**src/rtl/codec_adc_receiver.sv**
```systemverilog
// Audio codec ADC capture path: generates ADCLRCK and a BCLK replica,
// deserializes left-justified AUD_ADCDAT into 16-bit sample pairs.
module codec_adc_receiver #(
    parameter int BCLK_DIVIDER = 35,
    parameter int LRCK_DIVIDER = 1151,
    parameter int SAMPLE_WIDTH = 16
) (
    input  logic                    xck_clock,
    input  logic                    rst_n,
    input  logic                    enable,
    input  logic                    aud_adcdat,
    output logic                    aud_adclrck,
    output logic                    bclk_mon,
    output logic [SAMPLE_WIDTH-1:0] left_sample,
    output logic [SAMPLE_WIDTH-1:0] right_sample,
    output logic                    sample_valid,
    input  logic                    sample_ready,
    output logic                    overrun,
    input  logic                    overrun_clear
);

    localparam int BW = $clog2(BCLK_DIVIDER + 1);
    localparam int LW = $clog2(LRCK_DIVIDER + 1);
    localparam int CW = $clog2(SAMPLE_WIDTH + 1);

    logic [BW-1:0]           bclk_cnt;
    logic [LW-1:0]           lrck_cnt;
    logic [CW-1:0]           bit_cnt;
    logic [SAMPLE_WIDTH-1:0] left_sr;
    logic [SAMPLE_WIDTH-1:0] right_sr;
    logic                    adc_q;
    logic                    left_done;
    logic                    pair_done;
    logic                    bclk_wrap;
    logic                    lrck_toggle;
    logic                    bclk_rise;
    logic                    bits_full;

    assign bclk_wrap   = (bclk_cnt == BW'(BCLK_DIVIDER));
    assign lrck_toggle = (lrck_cnt == LW'(LRCK_DIVIDER));
    assign bclk_rise   = bclk_wrap && !bclk_mon;
    assign bits_full   = (bit_cnt == CW'(SAMPLE_WIDTH));

    // Free-running dividers, independent of enable
    always_ff @(posedge xck_clock or negedge rst_n) begin
        if (!rst_n) begin
            bclk_cnt    <= '0;
            bclk_mon    <= 1'b0;
            lrck_cnt    <= '0;
            aud_adclrck <= 1'b0;
        end else begin
            if (bclk_wrap) begin
                bclk_cnt <= '0;
                bclk_mon <= ~bclk_mon;
            end else begin
                bclk_cnt <= bclk_cnt + BW'(1);
            end
            if (lrck_toggle) begin
                lrck_cnt    <= '0;
                aud_adclrck <= ~aud_adclrck;
            end else begin
                lrck_cnt <= lrck_cnt + LW'(1);
            end
        end
    end

    // Bit capture and frame completion tracking
    always_ff @(posedge xck_clock or negedge rst_n) begin
        if (!rst_n) begin
            adc_q     <= 1'b0;
            bit_cnt   <= '0;
            left_sr   <= '0;
            right_sr  <= '0;
            left_done <= 1'b0;
            pair_done <= 1'b0;
        end else begin
            adc_q <= aud_adcdat;
            if (!enable) begin
                bit_cnt   <= '0;
                left_done <= 1'b0;
                pair_done <= 1'b0;
            end else if (lrck_toggle) begin
                bit_cnt <= '0;
                if (aud_adclrck) begin
                    left_done <= bits_full;
                    pair_done <= 1'b0;
                end else begin
                    pair_done <= left_done && bits_full;
                    left_done <= 1'b0;
                end
            end else begin
                pair_done <= 1'b0;
                if (bclk_rise && !bits_full) begin
                    if (aud_adclrck)
                        left_sr <= {left_sr[SAMPLE_WIDTH-2:0], adc_q};
                    else
                        right_sr <= {right_sr[SAMPLE_WIDTH-2:0], adc_q};
                    bit_cnt <= bit_cnt + CW'(1);
                end
            end
        end
    end

    // Output handshake; a pair arriving while one is still pending is dropped
    always_ff @(posedge xck_clock or negedge rst_n) begin
        if (!rst_n) begin
            left_sample  <= '0;
            right_sample <= '0;
            sample_valid <= 1'b0;
            overrun      <= 1'b0;
        end else begin
            if (pair_done && (!sample_valid || sample_ready)) begin
                left_sample  <= left_sr;
                right_sample <= right_sr;
                sample_valid <= 1'b1;
            end else if (sample_valid && sample_ready) begin
                sample_valid <= 1'b0;
            end
            if (pair_done && sample_valid && !sample_ready)
                overrun <= 1'b1;
            else if (overrun_clear)
                overrun <= 1'b0;
        end
    end

endmodule

```
**config.mk**
```make
export PLATFORM = sky130hd
export DESIGN_NAME = codec_adc_receiver
export DESIGN_NICKNAME = d
export VERILOG_FILES = /design/src/rtl/codec_adc_receiver.sv
export SDC_FILE = /design/constraint.sdc
export NUM_CORES = 1
export LEC_CHECK = 0
export BUFFER_PORTS_ARGS = -buffer_cell sky130_fd_sc_hd__buf_2
export CORE_MARGIN = 2
export CORE_UTILIZATION = 50
export CTS_CLUSTER_DIAMETER = 40
export CTS_CLUSTER_SIZE = 20
export DETAILED_ROUTE_END_ITERATION = 6
export PLACE_DENSITY_LB_ADDON = 0.25
export SLEW_MARGIN = 20
export SYNTH_ARGS = -nofsm -noshare
export SYNTH_HDL_FRONTEND = slang
export SYNTH_SLANG_ARGS = --single-unit
```
**constraint.sdc**
```tcl
create_clock -name xck_clock -period 2.2 [get_ports xck_clock]
set_input_delay 0.11 -clock xck_clock [delete_from_list [all_inputs] [get_ports xck_clock]]
set_output_delay 0.11 -clock xck_clock [all_outputs]
set_load 0.1 [all_outputs]
```
==> flow_metrics.tcl <==
set metrics [dict create \
    internal_power_uw 2250 \
    power_density_nw_per_um2 657 \
    placed_cell_area_sq_um 4190 \
    hold_viol 0 \
    syn_nets 268 \
    finalSetupViolCount 0 \
    maxSlewViolCount 0 \
    synth_most_common_cell "dfrtp_1" \
    synth-compound-area-share_pct 1.91 \
    muxShareOfSynthArea_pct 20.8 \
    crit_path_cell_trace "ha_1, nand4_1, o31ai_4, or4b_1, buf_4, mux2_4" \
    routabilityCongestion 0.792 \
    grt_pass1_wl_um 10100 \
    overflow 0 \
    swShare_pct 22.3 \
    ff2ff_path_depth 6 \
    yosysTopAreaCellShare_pct 61.4 \
    synth-seq-cells 93 \
    leakage_uw 0.00232 \
    synth_edf_count 0 \
    wl_um 5750 \
    post_cts_buffers 0 \
    synthFlopType "dfrtp_1" \
    max_freq_mhz 485 \
    period_minus_slack_ns 2.06 \
    rr_startpoint "lrck_cnt[0]" \
    synth_xor_area_share_pct 3.23 \
    clockBufferDepth 2 \
    synth_area_per_cell_sq_um 14.7 \
    dp.cells 405 \
    cts_buffers 9 \
    drt_iter0_drc 67 \
    skew_ns 0.0135 \
    numPortBuffers 41 \
    ant_nets 0 \
    synthSimpleGateAreaFrac_pct 9.14 \
    worstReg2RegEnd "left_sr[14]" \
    rsz0062_at_grt "no" \
    die_y_um 91.1 \
    clock_latency_ns 0.36 \
    cpMaxStageDelayCell "or4b_1" \
    viasPerCell 5.04 \
    relSlewSlack_pct 64.5 \
    holdWs_ns 0.0461 \
    vias 2134 \
    rrSetupSlack_ns 0.14 \
    seqPwrFrac_pct 58.9 \
    cts_tree "yes" \
    netlist_area_sq_um 3790 \
    synth_fa_ha_area_share_pct 1.32 \
    drc_errors 0 \
    grt_max_degree 44 \
    first_pass_iters 4 \
    dpl_worst_slack_ns 0.149 \
    grt_usage_pct 15.4 \
    antenna_found_initial 0 \
    p_sw_uw 648 \
    worst-path-max-fanout 16 \
    ys_warn_count 0 \
    yosysSeqAreaShare_pct 61.4 \
    final_cell_area_sq_um 4420 \
    coreArea_sq_um 7290 \
    fin_cells 423 \
    drive_gt1_share_pct 43.5 \
    yosys.area.top_type "dfrtp_1" \
    worstPathRequired_ns 2.44 \
    finalCritPeriodShare_pct 93.7 \
    cp-startpoint "lrck_cnt[0]" \
    htreeDepth 3 \
    clock_sinks 93 \
    synth_top_family_by_area "multiplexers" \
    synthCells 258 \
    start_kind "flip-flop" \
    hold_path_class "in2reg" \
    die_w_um 91.1 \
    drt-wirelength-per-cell_um 13.6 \
    async_flop_share_pct 100 \
    dieArea_sq_um 8290 \
    yosysUniqueCellTypes 40 \
    slowest_delay_ns 0.49 \
    yosys-top-cells-area "dfrtp_1, mux2_2, mux2_4, xnor2_1, nor2_1" \
    synthTopCellsByCount "dfrtp_1, mux2_2, nor2_1" \
    io_pins 42 \
    path_class "reg2reg" \
    grt_pass1_vias 2110 \
    power_frac_comb_pct 1.8 \
    tightest_slew_ns 0.532 \
    diodes 0 \
    cp.arrival_ns 2.30 \
    setup_ws_ns 0.138 \
    ir_drop_uv 349 \
    cp-end-kind "flip-flop" \
    hpwlAfterDp_um 3940 \
    area_growth_pct 16.5 \
    cts_root_buf "clkbuf_8" \
    nets 330 \
    crit_end "left_sr[14]" \
    status "finished clean" \
    rows 31 \
    p_clk_share_pct 39.2 \
    initial_core_util_pct 52.0 \
    maxCapViolations 0 \
    clk_pin_slew_ns 0.09 \
]
## layer usage
metal	GRT usage, %	vias up	wire length (um)	share of wire (%)
met4	8.71	0	83	1.4
met1	21.2	1073	2760	48
met5	0	-	0	0
met3	2.82	6	160	2.8
met2	23.2	30	2750	48
li1	-	1025	-	-
## worst max-delay path: cells and delay by family, from the launching register on
kind                     cells  cell delay (ns)
AND/OR/NAND/NOR              2             0.65
AO/OA/AOI/OAI                1             0.09
adder cells (fa/ha/maj)      1             0.24
flip-flops                   1             0.41
buffers and inverters        1             0.23
multiplexers                 1             0.31
## power groups by stage
stage                     logic (uW)  clock network, uW  registers, uW
after global routing            62.8               1240           1710
after global placement          51.5                  0           1740
after CTS                       56.3               1170           1710
final                           53.4               1140           1710
after floorplan                 4.31                  0           1740
after detailed placement        52.2                  0           1740
## sequential cells by signal, summed over array words and instances, names as in the netlist, 5 cells and up
name,cells
right_sr,16
left_sr,16
bit_cnt,5
left_sample,16
bclk_cnt,6
right_sample,16
lrck_cnt,11
## what timing repair did
item	in CTS	in global routing
hold buffers	3	0
resized for setup	0	0
hold endpoints to repair	41	0
## through the flow
step	setup TNS, ns	utilization (%)	total power (uW)
2_1_floorplan	-0.156	-	1750
3_3_place_gp	0	57.5	1800
3_5_place_dp	0	57.5	1800
4_1_cts	0	60.6	2930
5_1_grt	0	60.6	3020
6_report	0	60.6	2900
## logic make-up (layout without fill, tap and decap cells)
group / Yosys count / in the layout
AND/OR/NAND/NOR: 58 / 58
flip-flops: 93 / 93
multiplexers: 67 / 67
buffers and inverters: 13 / 79
adder cells (fa/ha/maj): 4 / 4
AO/OA/AOI/OAI: 9 / 9
XOR/XNOR: 14 / 14
## cell usage in the layout (no fill, tap or decap), types with 3 or more instances in the layout
cell / synthesis / layout
nor2_1: 15 / 15
clkbuf_8: 0 / 9
nand3_1: 9 / 9
inv_1: 6 / 6
mux2_2: 54 / 54
mux2i_1: 3 / 3
buf_4: 1 / 14
nand2_1: 9 / 9
ha_1: 4 / 4
dfrtp_1: 93 / 92
and3_1: 3 / 3
xnor2_1: 8 / 8
dlygate4sd3_1: 0 / 3
xor2_1: 6 / 6
nand4_1: 3 / 3
mux2_4: 10 / 10
buf_2: 0 / 40
## area by class of cell
| cell class | count | area [sq um] |
|---|---|---|
| flip-flops and latches | 93 | 2330 |
| clock inverters | 6 | 71.3 |
| clock buffers | 9 | 124 |
| inverters | 6 | 22.5 |
| repair buffers | 58 | 355 |
| fillers | 608 | 2880 |
| multi-input cells | 152 | 1390 |
| well taps | 99 | 124 |
## worst min-delay path by stage
stage                     slack, ns        endpoint   start  cells past startpoint
after detailed placement       0.13  left_sample[8]   rst_n                      1
after floorplan               -0.19           adc_q   rst_n                      0
after global routing           0.03       left_done  enable                      2
final                          0.05       left_done  enable                      2
after CTS                      0.02       left_done  enable                      2
after global placement         0.13  left_sample[7]   rst_n                      1
Power figures use the tool's default switching activity.
